### src/rtl/ember_ddr_arbiter_if.sv
// DDRAM Avalon-style master bus shared by the Ember core requesters.
// The master side is the arbiter; the slave side is the DDR controller (emu DDRAM_* ports).
interface ember_ddr_arbiter_if;
  localparam int unsigned ADDR_W  = 29;
  localparam int unsigned DATA_W  = 64;
  localparam int unsigned BE_W    = 8;
  localparam int unsigned BURST_W = 8;

  logic               DDRAM_BUSY;
  logic [BURST_W-1:0] DDRAM_BURSTCNT;
  logic [ADDR_W-1:0]  DDRAM_ADDR;
  logic [DATA_W-1:0]  DDRAM_DOUT;
  logic               DDRAM_DOUT_READY;
  logic               DDRAM_RD;
  logic [DATA_W-1:0]  DDRAM_DIN;
  logic [BE_W-1:0]    DDRAM_BE;
  logic               DDRAM_WE;

  modport master (
    input  DDRAM_BUSY, DDRAM_DOUT, DDRAM_DOUT_READY,
    output DDRAM_BURSTCNT, DDRAM_ADDR, DDRAM_RD, DDRAM_DIN, DDRAM_BE, DDRAM_WE
  );

  modport slave (
    output DDRAM_BUSY, DDRAM_DOUT, DDRAM_DOUT_READY,
    input  DDRAM_BURSTCNT, DDRAM_ADDR, DDRAM_RD, DDRAM_DIN, DDRAM_BE, DDRAM_WE
  );
endinterface

### src/rtl/ember_ddr_arbiter.sv
// Two-port DDRAM arbiter: port A video read bursts, port B CPU single-beat read/write.
// Optional feature macro: EMBER_ARB_ROUNDROBIN_EN (alternate grants on contention).
module ember_ddr_arbiter #(
  parameter  int unsigned A_BURST = 8,
  localparam int unsigned ADDR_W  = 29,
  localparam int unsigned DATA_W  = 64,
  localparam int unsigned BE_W    = 8
) (
  input  logic              clk_sys,
  input  logic              reset,
  input  logic              a_req,
  input  logic [ADDR_W-1:0] a_addr,
  output logic [DATA_W-1:0] a_dout,
  output logic              a_valid,
  output logic              a_done,
  input  logic              b_req,
  input  logic              b_we,
  input  logic [ADDR_W-1:0] b_addr,
  input  logic [DATA_W-1:0] b_din,
  input  logic [BE_W-1:0]   b_be,
  output logic [DATA_W-1:0] b_dout,
  output logic              b_done,
  output logic              DDRAM_CLK,
  ember_ddr_arbiter_if.master ddr
);
  localparam int unsigned CNT_W   = 7;
  localparam int unsigned BURST_W = 8;
  localparam logic [CNT_W-1:0]   A_LAST    = CNT_W'(A_BURST - 1);
  localparam logic [BURST_W-1:0] A_BURSTCNT = BURST_W'(A_BURST);

  typedef enum logic [2:0] {
    S_IDLE, S_A_CMD, S_A_DATA, S_B_RD_CMD, S_B_RD_DATA, S_B_WR, S_RELEASE
  } state_t;

  state_t             state_q, state_d;
  logic [CNT_W-1:0]   cnt_q, cnt_d;
  logic               rd_q, rd_d, we_q, we_d;
  logic [ADDR_W-1:0]  addr_q, addr_d;
  logic [BURST_W-1:0] burst_q, burst_d;
  logic [DATA_W-1:0]  din_q, din_d;
  logic [BE_W-1:0]    be_q, be_d;
  logic [DATA_W-1:0]  a_dout_d, b_dout_d;
  logic               a_valid_d, a_done_d, b_done_d;
  logic               grant_a, grant_b;

`ifdef EMBER_ARB_ROUNDROBIN_EN
  // Cleared flag means B was granted last, so A wins the first contest.
  logic last_a_q;
  assign grant_a = a_req && (!b_req || !last_a_q);
`else
  assign grant_a = a_req;
`endif
  assign grant_b = b_req && !grant_a;

  assign DDRAM_CLK          = clk_sys;
  assign ddr.DDRAM_RD       = rd_q;
  assign ddr.DDRAM_WE       = we_q;
  assign ddr.DDRAM_ADDR     = addr_q;
  assign ddr.DDRAM_BURSTCNT = burst_q;
  assign ddr.DDRAM_DIN      = din_q;
  assign ddr.DDRAM_BE       = be_q;

  // State and output registers
  always_ff @(posedge clk_sys) begin
    if (reset) begin
      state_q <= S_IDLE;
      cnt_q   <= '0;
      rd_q    <= 1'b0;
      we_q    <= 1'b0;
      addr_q  <= '0;
      burst_q <= '0;
      din_q   <= '0;
      be_q    <= '0;
      a_dout  <= '0;
      a_valid <= 1'b0;
      a_done  <= 1'b0;
      b_dout  <= '0;
      b_done  <= 1'b0;
`ifdef EMBER_ARB_ROUNDROBIN_EN
      last_a_q <= 1'b0;
`endif
    end else begin
      state_q <= state_d;
      cnt_q   <= cnt_d;
      rd_q    <= rd_d;
      we_q    <= we_d;
      addr_q  <= addr_d;
      burst_q <= burst_d;
      din_q   <= din_d;
      be_q    <= be_d;
      a_dout  <= a_dout_d;
      a_valid <= a_valid_d;
      a_done  <= a_done_d;
      b_dout  <= b_dout_d;
      b_done  <= b_done_d;
`ifdef EMBER_ARB_ROUNDROBIN_EN
      if (state_q == S_IDLE && (grant_a || grant_b)) last_a_q <= grant_a;
`endif
    end
  end

  // Next-state
  always_comb begin
    state_d = state_q;
    case (state_q)
      S_IDLE: begin
        if (grant_a)      state_d = S_A_CMD;
        else if (grant_b) state_d = b_we ? S_B_WR : S_B_RD_CMD;
      end
      S_A_CMD:     if (!ddr.DDRAM_BUSY) state_d = S_A_DATA;
      S_A_DATA:    if (ddr.DDRAM_DOUT_READY && cnt_q == A_LAST) state_d = S_RELEASE;
      S_B_RD_CMD:  if (!ddr.DDRAM_BUSY) state_d = S_B_RD_DATA;
      S_B_RD_DATA: if (ddr.DDRAM_DOUT_READY) state_d = S_RELEASE;
      // we_q low means the write was accepted on the previous edge
      S_B_WR:      if (!we_q) state_d = S_RELEASE;
      S_RELEASE:   state_d = S_IDLE;
      default:     state_d = S_IDLE;
    endcase
  end

  // Next values of the registered outputs
  always_comb begin
    cnt_d     = cnt_q;
    rd_d      = rd_q;
    we_d      = we_q;
    addr_d    = addr_q;
    burst_d   = burst_q;
    din_d     = din_q;
    be_d      = be_q;
    a_dout_d  = a_dout;
    b_dout_d  = b_dout;
    a_valid_d = 1'b0;
    a_done_d  = 1'b0;
    b_done_d  = 1'b0;
    case (state_q)
      S_IDLE: begin
        cnt_d = '0;
        if (grant_a) begin
          rd_d    = 1'b1;
          addr_d  = a_addr;
          burst_d = A_BURSTCNT;
        end else if (grant_b) begin
          rd_d    = !b_we;
          we_d    = b_we;
          addr_d  = b_addr;
          burst_d = BURST_W'(1);
          din_d   = b_din;
          be_d    = b_be;
        end
      end
      S_A_CMD, S_B_RD_CMD: if (!ddr.DDRAM_BUSY) rd_d = 1'b0;
      S_A_DATA: begin
        if (ddr.DDRAM_DOUT_READY) begin
          a_dout_d  = ddr.DDRAM_DOUT;
          a_valid_d = 1'b1;
          a_done_d  = (cnt_q == A_LAST);
          cnt_d     = cnt_q + CNT_W'(1);
        end
      end
      S_B_RD_DATA: begin
        if (ddr.DDRAM_DOUT_READY) begin
          b_dout_d = ddr.DDRAM_DOUT;
          b_done_d = 1'b1;
        end
      end
      S_B_WR: begin
        if (we_q) begin
          if (!ddr.DDRAM_BUSY) we_d = 1'b0;
        end else begin
          b_done_d = 1'b1;
        end
      end
      default: ;
    endcase
  end
endmodule
### src/flat_wrapper.sv
// flat-port wrapper written by rule: the top's interface ports become plain ports
module ember_ddr_arbiter_flat 
#(
  parameter  int unsigned A_BURST = 8,
  localparam int unsigned ADDR_W  = 29,
  localparam int unsigned DATA_W  = 64,
  localparam int unsigned BE_W    = 8
)
  (clk_sys, reset, a_req, a_addr, a_dout, a_valid, a_done, b_req, b_we, b_addr, b_din, b_be, b_dout, b_done, DDRAM_CLK, ddr_DDRAM_BUSY, ddr_DDRAM_DOUT, ddr_DDRAM_DOUT_READY, ddr_DDRAM_BURSTCNT, ddr_DDRAM_ADDR, ddr_DDRAM_RD, ddr_DDRAM_DIN, ddr_DDRAM_BE, ddr_DDRAM_WE);
  ember_ddr_arbiter_if ddr_i ();
  input  logic clk_sys;
  input  logic reset;
  input  logic a_req;
  input  logic [ADDR_W-1:0] a_addr;
  output logic [DATA_W-1:0] a_dout;
  output logic a_valid;
  output logic a_done;
  input  logic b_req;
  input  logic b_we;
  input  logic [ADDR_W-1:0] b_addr;
  input  logic [DATA_W-1:0] b_din;
  input  logic [BE_W-1:0] b_be;
  output logic [DATA_W-1:0] b_dout;
  output logic b_done;
  output logic DDRAM_CLK;
  input wire logic [$bits(ddr_i.DDRAM_BUSY)-1:0] ddr_DDRAM_BUSY;
  input wire logic [$bits(ddr_i.DDRAM_DOUT)-1:0] ddr_DDRAM_DOUT;
  input wire logic [$bits(ddr_i.DDRAM_DOUT_READY)-1:0] ddr_DDRAM_DOUT_READY;
  output wire logic [$bits(ddr_i.DDRAM_BURSTCNT)-1:0] ddr_DDRAM_BURSTCNT;
  output wire logic [$bits(ddr_i.DDRAM_ADDR)-1:0] ddr_DDRAM_ADDR;
  output wire logic [$bits(ddr_i.DDRAM_RD)-1:0] ddr_DDRAM_RD;
  output wire logic [$bits(ddr_i.DDRAM_DIN)-1:0] ddr_DDRAM_DIN;
  output wire logic [$bits(ddr_i.DDRAM_BE)-1:0] ddr_DDRAM_BE;
  output wire logic [$bits(ddr_i.DDRAM_WE)-1:0] ddr_DDRAM_WE;
  assign ddr_i.DDRAM_BUSY = ddr_DDRAM_BUSY;
  assign ddr_i.DDRAM_DOUT = ddr_DDRAM_DOUT;
  assign ddr_i.DDRAM_DOUT_READY = ddr_DDRAM_DOUT_READY;
  assign ddr_DDRAM_BURSTCNT = ddr_i.DDRAM_BURSTCNT;
  assign ddr_DDRAM_ADDR = ddr_i.DDRAM_ADDR;
  assign ddr_DDRAM_RD = ddr_i.DDRAM_RD;
  assign ddr_DDRAM_DIN = ddr_i.DDRAM_DIN;
  assign ddr_DDRAM_BE = ddr_i.DDRAM_BE;
  assign ddr_DDRAM_WE = ddr_i.DDRAM_WE;
  ember_ddr_arbiter #(.A_BURST(A_BURST)) u_core (.clk_sys(clk_sys), .reset(reset), .a_req(a_req), .a_addr(a_addr), .a_dout(a_dout), .a_valid(a_valid), .a_done(a_done), .b_req(b_req), .b_we(b_we), .b_addr(b_addr), .b_din(b_din), .b_be(b_be), .b_dout(b_dout), .b_done(b_done), .DDRAM_CLK(DDRAM_CLK), .ddr(ddr_i));
endmodule
### config.mk
export PLATFORM = sky130hd
export DESIGN_NAME = ember_ddr_arbiter_flat
export DESIGN_NICKNAME = d
export VERILOG_FILES = /design/src/rtl/ember_ddr_arbiter_if.sv /design/src/rtl/ember_ddr_arbiter.sv /design/src/flat_wrapper.sv
export SDC_FILE = /design/constraint.sdc
export NUM_CORES = 1
export LEC_CHECK = 0
export ABC_AREA = 1
export BUFFER_PORTS_ARGS = -buffer_cell sky130_fd_sc_hd__buf_2
export CAP_MARGIN = 0
export CORE_AREA = 2 2 174 176
export CTS_BUF_LIST = sky130_fd_sc_hd__clkbuf_8
export DETAILED_ROUTE_END_ITERATION = 16
export DIE_AREA = 0 0 176 178
export GPL_TIMING_DRIVEN = 0
export SYNTH_ARGS = -nofsm -noshare
export SYNTH_HDL_FRONTEND = slang
export SYNTH_SLANG_ARGS = --single-unit
### constraint.sdc
create_clock -name clk_sys -period 3.3 [get_ports clk_sys]
set_input_delay 0.33 -clock clk_sys [delete_from_list [all_inputs] [get_ports clk_sys]]
set_output_delay 0.33 -clock clk_sys [all_outputs]
set_load 0.01 [all_outputs]
After elaboration in Yosys (flattened, before gate mapping)
Index checks and enable logic that the tools add are counted.

operators by class
  add/sub/neg operators = 1
  eq/ne operators = 16
  multiplexer cells = 27
  bitwise logic cells = 3
  reduce and logical (&&, ||, !) cells = 20

operator list
  cell                                                                    count
  29-bit 2-to-1 mux                                                       2
  3-bit 2-to-1 mux                                                        8
  3-bit one-hot mux with 6 select lines                                   1
  8-bit 2-to-1 mux                                                        2
  2-bit != test (second input constant)                                   7
  7-bit one-hot mux with 2 select lines                                   1
  1-bit 2-to-1 mux                                                        9
  3-bit AND reduction                                                     3
  2-bit AND reduction                                                     4
  2-bit nonzero test                                                      4
  7-bit by 1-bit adder with 7-bit output (second input constant)          1
  7-bit by 3-bit equality test with 1-bit output (second input constant)  1
  7-bit 2-to-1 mux                                                        1
  3-bit by 2-bit equality test with 1-bit output (second input constant)  2
  3-bit equality test (second input constant)                             2
  1-bit one-hot mux with 2 select lines                                   3
  6-bit AND reduction                                                     1
  2-bit by 1-bit != test with 1-bit output (second input constant)        2
  2-bit OR reduction                                                      2
  3-bit by 1-bit equality test with 1-bit output (second input constant)  1
  3-bit zero test                                                         1
  3-bit by 2-bit != test with 1-bit output (second input constant)        1
  1-bit inverter                                                          3
  3-bit OR reduction                                                      1
  2 further kinds                                                         4

storage, ports and cells
  register bits after elaboration = 252
  output and inout bits = 243

Longest topological paths before layout
Gate-level depths: netlist of the first run.

  depth after elaboration = 5
  depth in mapped cells = 11
  gate-level depth less buffers = 9

==> results.sh, run 1 <==
export IMPL_status="completed"
export IMPL_synthSimpleGateAreaFrac_pct=18.3
export IMPL_antenna_found_initial=1
export IMPL_finalNetCount=2045
export IMPL_dp_slack_ns=1.06
export IMPL_dieArea_um2=31300
export IMPL_start_util_pct=31.1
export IMPL_cts_reportedPaths_clkPinSlew_ns=0.05
export IMPL_synth_top_family_by_area="compound AO/OA/AOI/OAI gates"
export IMPL_grt_pass1_wl_mm=53.0
export IMPL_power_internal_w=0.00664
export IMPL_crit_arrival_ns=2.12
export IMPL_synthAdderAreaFrac_pct=0.137
export IMPL_area_growth_pct=61.2
export IMPL_post_cts_buffers=0
export IMPL_fp_dieW_um=176
export IMPL_synthMuxAreaShare_pct=0
export IMPL_insertion_delay_ns=0.64
export IMPL_max_vdd_ir_drop_mv=0.425
export IMPL_rows=63
export IMPL_hold_viol=0
export IMPL_p_comb_share_pct=31.7
export IMPL_avgSynthCellArea_um2=7.91
export IMPL_n_antenna_cell=0
export IMPL_worstMarginPinSlew_ns=0.881
export IMPL_track_usage_pct=21.2
export IMPL_grt_overflow_total=0
export IMPL_drive_above_1_share_pct=31.5
export IMPL_port_buffers=436
export IMPL_cts_resized=0
export IMPL_fin_ws_ns=0.845
export IMPL_synth_warnings=0
export IMPL_tns_ns=0
export IMPL_synth_xor_area_share_pct=0.191
export IMPL_power_density_nw_per_um2=690
export IMPL_netlist_area_um2=9160
export IMPL_fin_total_pwr_w=0.0102
export IMPL_criticalPathCategory="clock port to output pin"
export IMPL_netSwitchingFraction_pct=34.8
export IMPL_rsz0062_at_grt="no"
export IMPL_grt_pass1_vias=10100
export IMPL_gp_congestion=0.835
export IMPL_crit_path_start_kind="clock port"
export IMPL_ys_seq_area_share_pct=53.8
export IMPL_setup_viol=0
export IMPL_cts_tree="yes"
export IMPL_via_per_inst=4.55
export IMPL_p_clk_share_pct=30.3
export IMPL_pin_count=444
export IMPL_cp_max_fo=2
export IMPL_clock_skew_ns=0.0188
export IMPL_synthTopCellsByArea="dfxtp_1 54%, nand2_1 9.1%, a21oi_1 7.5%"
export IMPL_synth_compound_area_share_pct=18.6
export IMPL_dr_pass1_iters=5
export IMPL_p_leak_nw=6.96
export IMPL_ant_nets=0
export IMPL_synth_top_cell_area_share_pct=53.8
export IMPL_post_drt_wl_per_cell_um=15.4
export IMPL_drv_cap=0
export IMPL_syn_inst=1158
export IMPL_holdBufCountCts=195
export IMPL_dpl_hpwl_mm=24.0
export IMPL_drt_iter0_drc=398
export IMPL_yosys_area_top_type="dfxtp_1"
export IMPL_critPathRequiredTime_ns=2.97
export IMPL_pwr_share_seq_pct=38.1
export IMPL_worst_setup_path_end_kind="output pin"
export IMPL_grt_max_degree=12
export IMPL_core_area_um2=29400
export IMPL_drv_slew=0
export IMPL_power_switching_w=0.00354
export IMPL_synth_cell_types=29
export IMPL_ys_seq_elements=246
export IMPL_fin_util_pct=50.2
export IMPL_place_area_um2=11800
export IMPL_design_area_um2=14800
export IMPL_drc=0
export IMPL_relSlewSlack_pct=41.3
export IMPL_num_vias=10300
export IMPL_wl_mm=34.9
export IMPL_holdCritPathClass="input pin to register"
export IMPL_die_h_um=178
## stage by stage
step | cells | hold slack, ns
2_1_floorplan | 1163 | 0.422
3_3_place_gp | 1989 | 0.429
3_5_place_dp | 1989 | 0.433
4_1_cts | 2268 | 0.0160
5_1_grt | 2268 | 0.0267
6_report | 2268 | 0.0642
## final timing paths
check / startpoint / end / slack (ns) / depth (start not counted)
worst min register to register: u_core.b_dout[13] / u_core.b_dout[13] / 0.44 / 2
worst max register to register: u_core.state_q[0] / u_core.ddr.DDRAM_ADDR[22] / 1.08 / 9
worst min-delay path: b_req / u_core.ddr.DDRAM_RD / 0.06 / 4
worst max-delay path: clk_sys / DDRAM_CLK / 0.85 / 4
## cells by family (layout without fill, tap and decap cells)
group           count (synthesis)  in the layout
buf+inv                       174            889
fa+ha+maj                       1              1
simple gates                  421            421
flops                         246            246
xor+xnor                        2              2
other cells                     1              6
compound gates                313            313
## area by class of cell
cell class / instances / area [um^2]
multi-input cells: 743 / 3430
well taps: 390 / 488
plain buffers: 87 / 494
clock buffers: 58 / 790
fillers: 2843 / 14600
clock inverters: 27 / 179
repair buffers: 630 / 4130
inverters: 87 / 327
flip-flops and latches: 246 / 4920
## synth_stat cells, drive strengths merged
library cell / n
nand2: 242
clkbuf: 44
nor3: 4
ha: 1
dfxtp: 246
nor2: 163
o21ai: 146
nand3: 11
buf: 43
conb: 1
a21oi: 137
xor2: 1
a31oi: 30
clkinv: 1
xnor2: 1
inv: 86
nand4: 1
## flip-flops by register name, indices dropped and copies added (netlist names)
signal and count:
u_core.ddr.DDRAM_BE 8, u_core.ddr.DDRAM_ADDR 29, u_core.cnt_q 7, u_core.a_dout 64, u_core.a_done 1, u_core.a_valid 1, u_core.b_done 1, u_core.state_q 3
u_core.ddr.DDRAM_DIN 64, u_core.ddr.DDRAM_RD 1, u_core.b_dout 64, u_core.ddr.DDRAM_BURSTCNT 2, u_core.ddr.DDRAM_WE 1
## power by group through the flow
stage / registers, W / logic [W] / clock network (W)
global route: 0.00394 / 0.00355 / 0.00331
floorplan: 0.00418 / 0.00141 / 0.0000250
CTS: 0.00386 / 0.00321 / 0.00317
detailed placement: 0.00391 / 0.00292 / 0.0000346
finish: 0.00388 / 0.00322 / 0.00308
global placement: 0.00390 / 0.00290 / 0.0000346
## layout by cell type (no fill, tap or decap)
cell type / instances
buf_2: 452
dfxtp_1: 246
nand2_1: 223
dlygate4sd3_1: 195
nor2_1: 161
a21oi_1: 137
o21ai_0: 124
inv_1: 93
clkbuf_8: 57
clkbuf_1: 44
o21ai_1: 22
nand2_2: 18
a31oi_2: 16
a31oi_1: 14
buf_4: 13
nand3_1: 11
clkinv_2: 11
buf_6: 8
conb_1: 6
inv_2: 4
buf_1: 3
nor3_1: 3
clkinvlp_4: 3
nor2_4: 2
buf_8: 2
bufinv_16: 2
clkinv_1: 1
nand2_4: 1
buf_12: 1
nor3_2: 1
xor2_1: 1
xnor2_1: 1
nand4_1: 1
ha_1: 1
## critical path: stages
cell and delay [ns]:
clkbuf_8 0.11, clkbuf_8 0.12, buf_4 0.11, buf_2 0.13
## layer usage
metal | track usage (%) | share of wire, %
met5 | 0 | 0.037
met1 | 23.8 | 40
met3 | 6.12 | 7.5
met4 | 8.54 | 3.1
met2 | 37.8 | 49
No activity file was read; power rests on OpenSTA's default activity.
==> inputs of run 2 (changes only) <==
Clock period 3.3 ns to 2.51 ns, I/O delays scaled along.
==> results.sh, run 2 (same netlist as run 1, synthesis figures left out) <==
export IMPL_status="completed"
export IMPL_drv_slew=0
export IMPL_holdWs_ns=0.0787
export IMPL_power_density_nw_per_um2=907
export IMPL_start_util_pct=31.1
export IMPL_p_clk_share_pct=30.2
export IMPL_die_h_um=178
export IMPL_power_switching_w=0.00466
export IMPL_holdPathEnd="u_core.cnt_q[6]"
export IMPL_r2r_end="u_core.ddr.DDRAM_ADDR[22]"
export IMPL_finalNetCount=2047
export IMPL_cp_cell_sequence="buf_4, nor2_4, nand2_2, inv_2, nand2_4, nor2_4, buf_12, buf_6, nand2_1, a31oi_1, dlygate4sd3_1"
export IMPL_post_cts_buffers=0
export IMPL_dr_pass1_iters=5
export IMPL_rows=63
export IMPL_track_usage_pct=21.2
export IMPL_core_area_um2=29400
export IMPL_crit_path_start_kind="register"
export IMPL_worstHoldPathCells=4
export IMPL_fin_util_pct=50.3
export IMPL_rsz0062_at_grt="no"
export IMPL_tns_ns=0
export IMPL_grt_overflow_total=0
export IMPL_relSlewSlack_pct=40.2
export IMPL_pwr_share_seq_pct=38.0
export IMPL_dpl_hpwl_mm=24.0
export IMPL_drive_above_1_share_pct=31.4
export IMPL_gp_congestion=0.835
export IMPL_criticalPathCategory="register to register"
export IMPL_timing_critical_path_mode_cell="nor2_4"
export IMPL_clock_skew_ns=0.0154
export IMPL_cts_reportedPaths_clkPinSlew_ns=0.06
export IMPL_power_internal_w=0.00874
export IMPL_drv_cap=0
export IMPL_cp_slowest_cell="dlygate4sd3_1"
export IMPL_ant_nets=0
export IMPL_crit_arrival_ns=2.80
export IMPL_port_buffers=436
export IMPL_r2r_slack_ns=0.29
export IMPL_worstMarginPinSlew_ns=0.896
export IMPL_area_growth_pct=61.4
export IMPL_grt_pass1_vias=10200
export IMPL_final_common_cell="buf_2"
export IMPL_netSwitchingFraction_pct=34.8
export IMPL_layout_common_cells="452 x buf_2, 246 x dfxtp_1, 223 x nand2_1, 197 x dlygate4sd3_1, 161 x nor2_1"
export IMPL_num_vias=10300
export IMPL_max_vdd_ir_drop_mv=0.559
export IMPL_holdCritPathClass="input pin to register"
export IMPL_cts_tree="yes"
export IMPL_r2r_cells=11
export IMPL_post_drt_wl_per_cell_um=15.4
export IMPL_via_per_inst=4.56
export IMPL_pin_count=444
export IMPL_period_minus_slack_ns=2.22
export IMPL_fmax_ghz=0.450
export IMPL_setup_viol=0
export IMPL_crit_path_max_incr_delay_ns=0.59
export IMPL_p_comb_share_pct=31.7
export IMPL_insertion_delay_ns=0.64
export IMPL_n_antenna_cell=0
export IMPL_hold_start="reset"
export IMPL_grt_pass1_wl_mm=53.1
export IMPL_critPathRequiredTime_ns=3.09
export IMPL_fp_dieW_um=176
export IMPL_dieArea_um2=31300
export IMPL_cp_max_fo=10
export IMPL_drt_iter0_drc=436
export IMPL_hold_viol=0
export IMPL_layout_worst_path_cycle_share_pct=88.6
export IMPL_p_leak_nw=6.97
export IMPL_antenna_found_initial=1
export IMPL_drc=0
export IMPL_r2r_start="u_core.state_q[0]"
export IMPL_fill_cells=2841
export IMPL_wl_mm=35.0
export IMPL_worst_setup_path_end_kind="register"
export IMPL_grt_max_degree=12
[run 2: cell types whose count changed in the layout (fill, tap and decap cells not counted)]
| cell | change |
|---|---|
| dlygate4sd3_1 | +2 |
[run 2: final cells by class]
cell class	count	area [um^2]	share of cell area, %
repair buffers	632	4150	28.1
clock buffers	58	790	5.34
clock inverters	27	179	1.21
well taps	390	488	3.30
multi-input cells	743	3430	23.2
plain buffers	87	494	3.34
flip-flops and latches	246	4920	33.3
inverters	87	327	2.21
[run 2: through the flow]
stage	area, um^2	worst slack [ns]	instances	power [W]
3_3_place_gp	11800	0.361	1989	0.00898
3_5_place_dp	11800	0.350	1989	0.00903
6_report	14800	0.287	2270	0.0134
4_1_cts	14800	0.290	2270	0.0135
2_1_floorplan	9180	0.885	1163	0.00738
5_1_grt	14800	0.0504	2270	0.0142
[run 2: how the worst max path moves through the flow]
stage                      startpoint                   endpoint  depth (start not counted)
floorplan                     clk_sys                  DDRAM_CLK                          1
global placement                reset   u_core.ddr.DDRAM_DIN[50]                          6
detailed placement              reset   u_core.ddr.DDRAM_DIN[51]                          6
CTS                 u_core.state_q[0]  u_core.ddr.DDRAM_ADDR[25]                         11
global route        u_core.state_q[0]  u_core.ddr.DDRAM_ADDR[25]                          9
finish              u_core.state_q[0]  u_core.ddr.DDRAM_ADDR[22]                         11
[run 2: layer usage]
metal  vias to the layer above  part of all wire (%)  track usage (%)
met3                        78                   7.6             6.18
met1                      4737                    40             23.8
met2                       434                    49             37.8
met4                         2                   3.0             8.54
met5                         -                 0.037                0
li1                       5094                     -                -
[run 2: repair_timing]
action	in CTS	in global routing
hold buffers	197	0
endpoints found under the setup margin	0	0
hold endpoints to repair	231	0
gates resized for setup	0	0
[run 2: critical path: cells and delay by family, from the launching register on]
kind	cells	cell delay [ns]
buffers and inverters	5	1.16
AND/OR/NAND/NOR	5	0.54
flip-flops	1	0.30
AO/OA/AOI/OAI	1	0.16
[run 2: power by group through the flow]
stage | combinational [W] | clock (W) | sequential (W)
4_1_cts | 0.00423 | 0.00417 | 0.00508
3_5_place_dp | 0.00384 | 0.0000455 | 0.00514
5_1_grt | 0.00468 | 0.00436 | 0.00518
3_3_place_gp | 0.00381 | 0.0000455 | 0.00513
2_1_floorplan | 0.00186 | 0.0000328 | 0.00549
6_report | 0.00425 | 0.00405 | 0.00510
==> inputs of run 3 (changes only) <==
Settings changed: CELL_PAD_IN_SITES_DETAIL_PLACEMENT from default to 1, CELL_PAD_IN_SITES_GLOBAL_PLACEMENT from default to 1, CORE_AREA 2 2 174 176 to 2 2 170 172, DIE_AREA 0 0 176 178 to 0 0 172 174, PLACE_DENSITY_LB_ADDON from default to 0.1.
Clock period 2.51 ns to 2.2 ns, I/O delays scaled along.
==> results.sh, run 3 (same netlist as run 1, synthesis figures left out) <==
export IMPL_status="completed"
export IMPL_drt_iter0_drc=410
export IMPL_busiest_layer="met2"
export IMPL_layout_common_cells="452 x buf_2, 246 x dfxtp_1, 223 x nand2_1, 199 x dlygate4sd3_1, 161 x nor2_1"
export IMPL_stdcell_count=2268
export IMPL_hold_viol=0
export IMPL_gp_congestion=0.752
export IMPL_layout_worst_path_cycle_share_pct=98.1
export IMPL_insertion_delay_ns=0.66
export IMPL_dr_pass1_iters=4
export IMPL_cts_reportedPaths_clkPinSlew_ns=0.06
export IMPL_drc=0
export IMPL_final_common_cell="buf_2"
export IMPL_grt_pass1_wl_mm=60.2
export IMPL_crit_path_start_kind="register"
export IMPL_worst_setup_path_end_kind="register"
export IMPL_power_switching_w=0.00540
export IMPL_power_internal_w=0.00981
export IMPL_drive_above_1_share_pct=31.5
export IMPL_clock_skew_ns=0.0241
export IMPL_rows=62
export IMPL_crit_arrival_ns=2.76
export IMPL_worstMarginPinSlew_ns=0.946
export IMPL_power_density_nw_per_um2=1030
export IMPL_cp_max_fo=10
export IMPL_dieArea_um2=29900
export IMPL_port_buffers=436
export IMPL_antenna_found_initial=3
export IMPL_period_minus_slack_ns=2.16
export IMPL_tns_ns=0
export IMPL_grt_max_degree=12
export IMPL_pin_count=444
export IMPL_p_comb_share_pct=32.9
export IMPL_grt_util_met1_pct=28.2
export IMPL_holdCritPathClass="input pin to register"
export IMPL_drv_slew=0
export IMPL_dp_cells=1983
export IMPL_cts_tree="yes"
export IMPL_grt_use_met3_pct=7.58
export IMPL_pwr_share_seq_pct=38.2
export IMPL_r2r_start="u_core.state_q[2]"
export IMPL_post_drt_wl_per_cell_um=17.3
export IMPL_critPathLaunch="u_core.state_q[2]"
export IMPL_critPathRequiredTime_ns=2.80
export IMPL_start_util_pct=32.4
export IMPL_criticalPathCategory="register to register"
export IMPL_num_vias=10500
export IMPL_fp_dieW_um=172
export IMPL_core_area_um2=28200
export IMPL_setup_viol=0
export IMPL_max_vdd_ir_drop_mv=0.708
export IMPL_finalNetCount=2058
export IMPL_wl_mm=39.1
export IMPL_p_clk_share_pct=28.9
export IMPL_via_per_inst=4.63
export IMPL_use_met2_pct=44.7
export IMPL_fill_cells=3602
export IMPL_netSwitchingFraction_pct=35.5
export IMPL_hold_start="reset"
export IMPL_track_usage_pct=25.5
export IMPL_grt_pass1_vias=11400
export IMPL_fin_total_pwr_w=0.0152
export IMPL_p_leak_nw=6.96
export IMPL_area_growth_pct=61.5
export IMPL_grt_overflow_total=0
export IMPL_die_h_um=174
export IMPL_drv_cap=0
export IMPL_ant_nets=0
export IMPL_fmax_ghz=0.463
export IMPL_relSlewSlack_pct=37.0
export IMPL_dpl_hpwl_mm=25.6
## run 3: layout make-up
class                   count  area (um^2)  share of cell area, %
diodes                      3         7.51                 0.0508
plain buffers              87          508                   3.43
well taps                 384          480                   3.25
flip-flops and latches    246         4920                   33.3
inverters                  87          327                   2.21
clock inverters            19          108                  0.728
clock buffers              57          776                   5.24
multi-input cells         743         3430                   23.2
repair buffers            642         4230                   28.6
## run 3: worst paths after layout
kind	end	slack [ns]	cells after the start
setup / recovery	u_core.ddr.DDRAM_ADDR[7]	0.04	11
hold / removal	u_core.cnt_q[6]	0.04	4
setup reg to reg	u_core.ddr.DDRAM_ADDR[7]	0.04	11
hold reg to reg	u_core.b_dout[23]	0.44	2
## run 3: through the flow
step / cell area (um^2) / setup WS, ns / utilization [%] / hold slack, ns
2_1_floorplan: 9180 / 0.761 / - / 0.312
6_report: 14800 / 0.0410 / 52.4 / 0.0417
4_1_cts: 14700 / 0.0357 / 52.1 / 0.0182
3_3_place_gp: 11800 / 0.276 / 41.9 / 0.401
5_1_grt: 14800 / -0.0691 / 52.4 / 0.0676
3_5_place_dp: 11800 / 0.226 / 41.9 / 0.401
## run 3: worst max-delay path: stages (launching register included)
cell and delay (ns):
dfxtp_1 0.31, buf_6 0.13, nor2_4 0.14, nand2_2 0.07, inv_2 0.09, nand2_4 0.08
nor2_4 0.17, buf_12 0.15, buf_12 0.13, nand2_2 0.06, a31oi_1 0.17, dlygate4sd3_1 0.60
## run 3: power by group through the flow
stage / clock, W / sequential, W / combinational (W)
final: 0.00440 / 0.00581 / 0.00501
after global routing: 0.00474 / 0.00591 / 0.00554
after CTS: 0.00451 / 0.00578 / 0.00488
after detailed placement: 0.0000519 / 0.00586 / 0.00445
after global placement: 0.0000519 / 0.00583 / 0.00438
after floorplan: 0.0000375 / 0.00627 / 0.00212
## run 3: what timing repair did
action	CTS	global route
resized for setup	0	8
buffers inserted	0	8
hold buffers	199	5
setup endpoints to repair	0	19
endpoints found under the hold margin	232	5
## run 3: routing by layer
layer  vias up  part of all wire, %
met5         -                    0
met2       381                   49
met3       100                  7.8
met4         0                  4.1
li1       5102                    -
met1      4919                   39
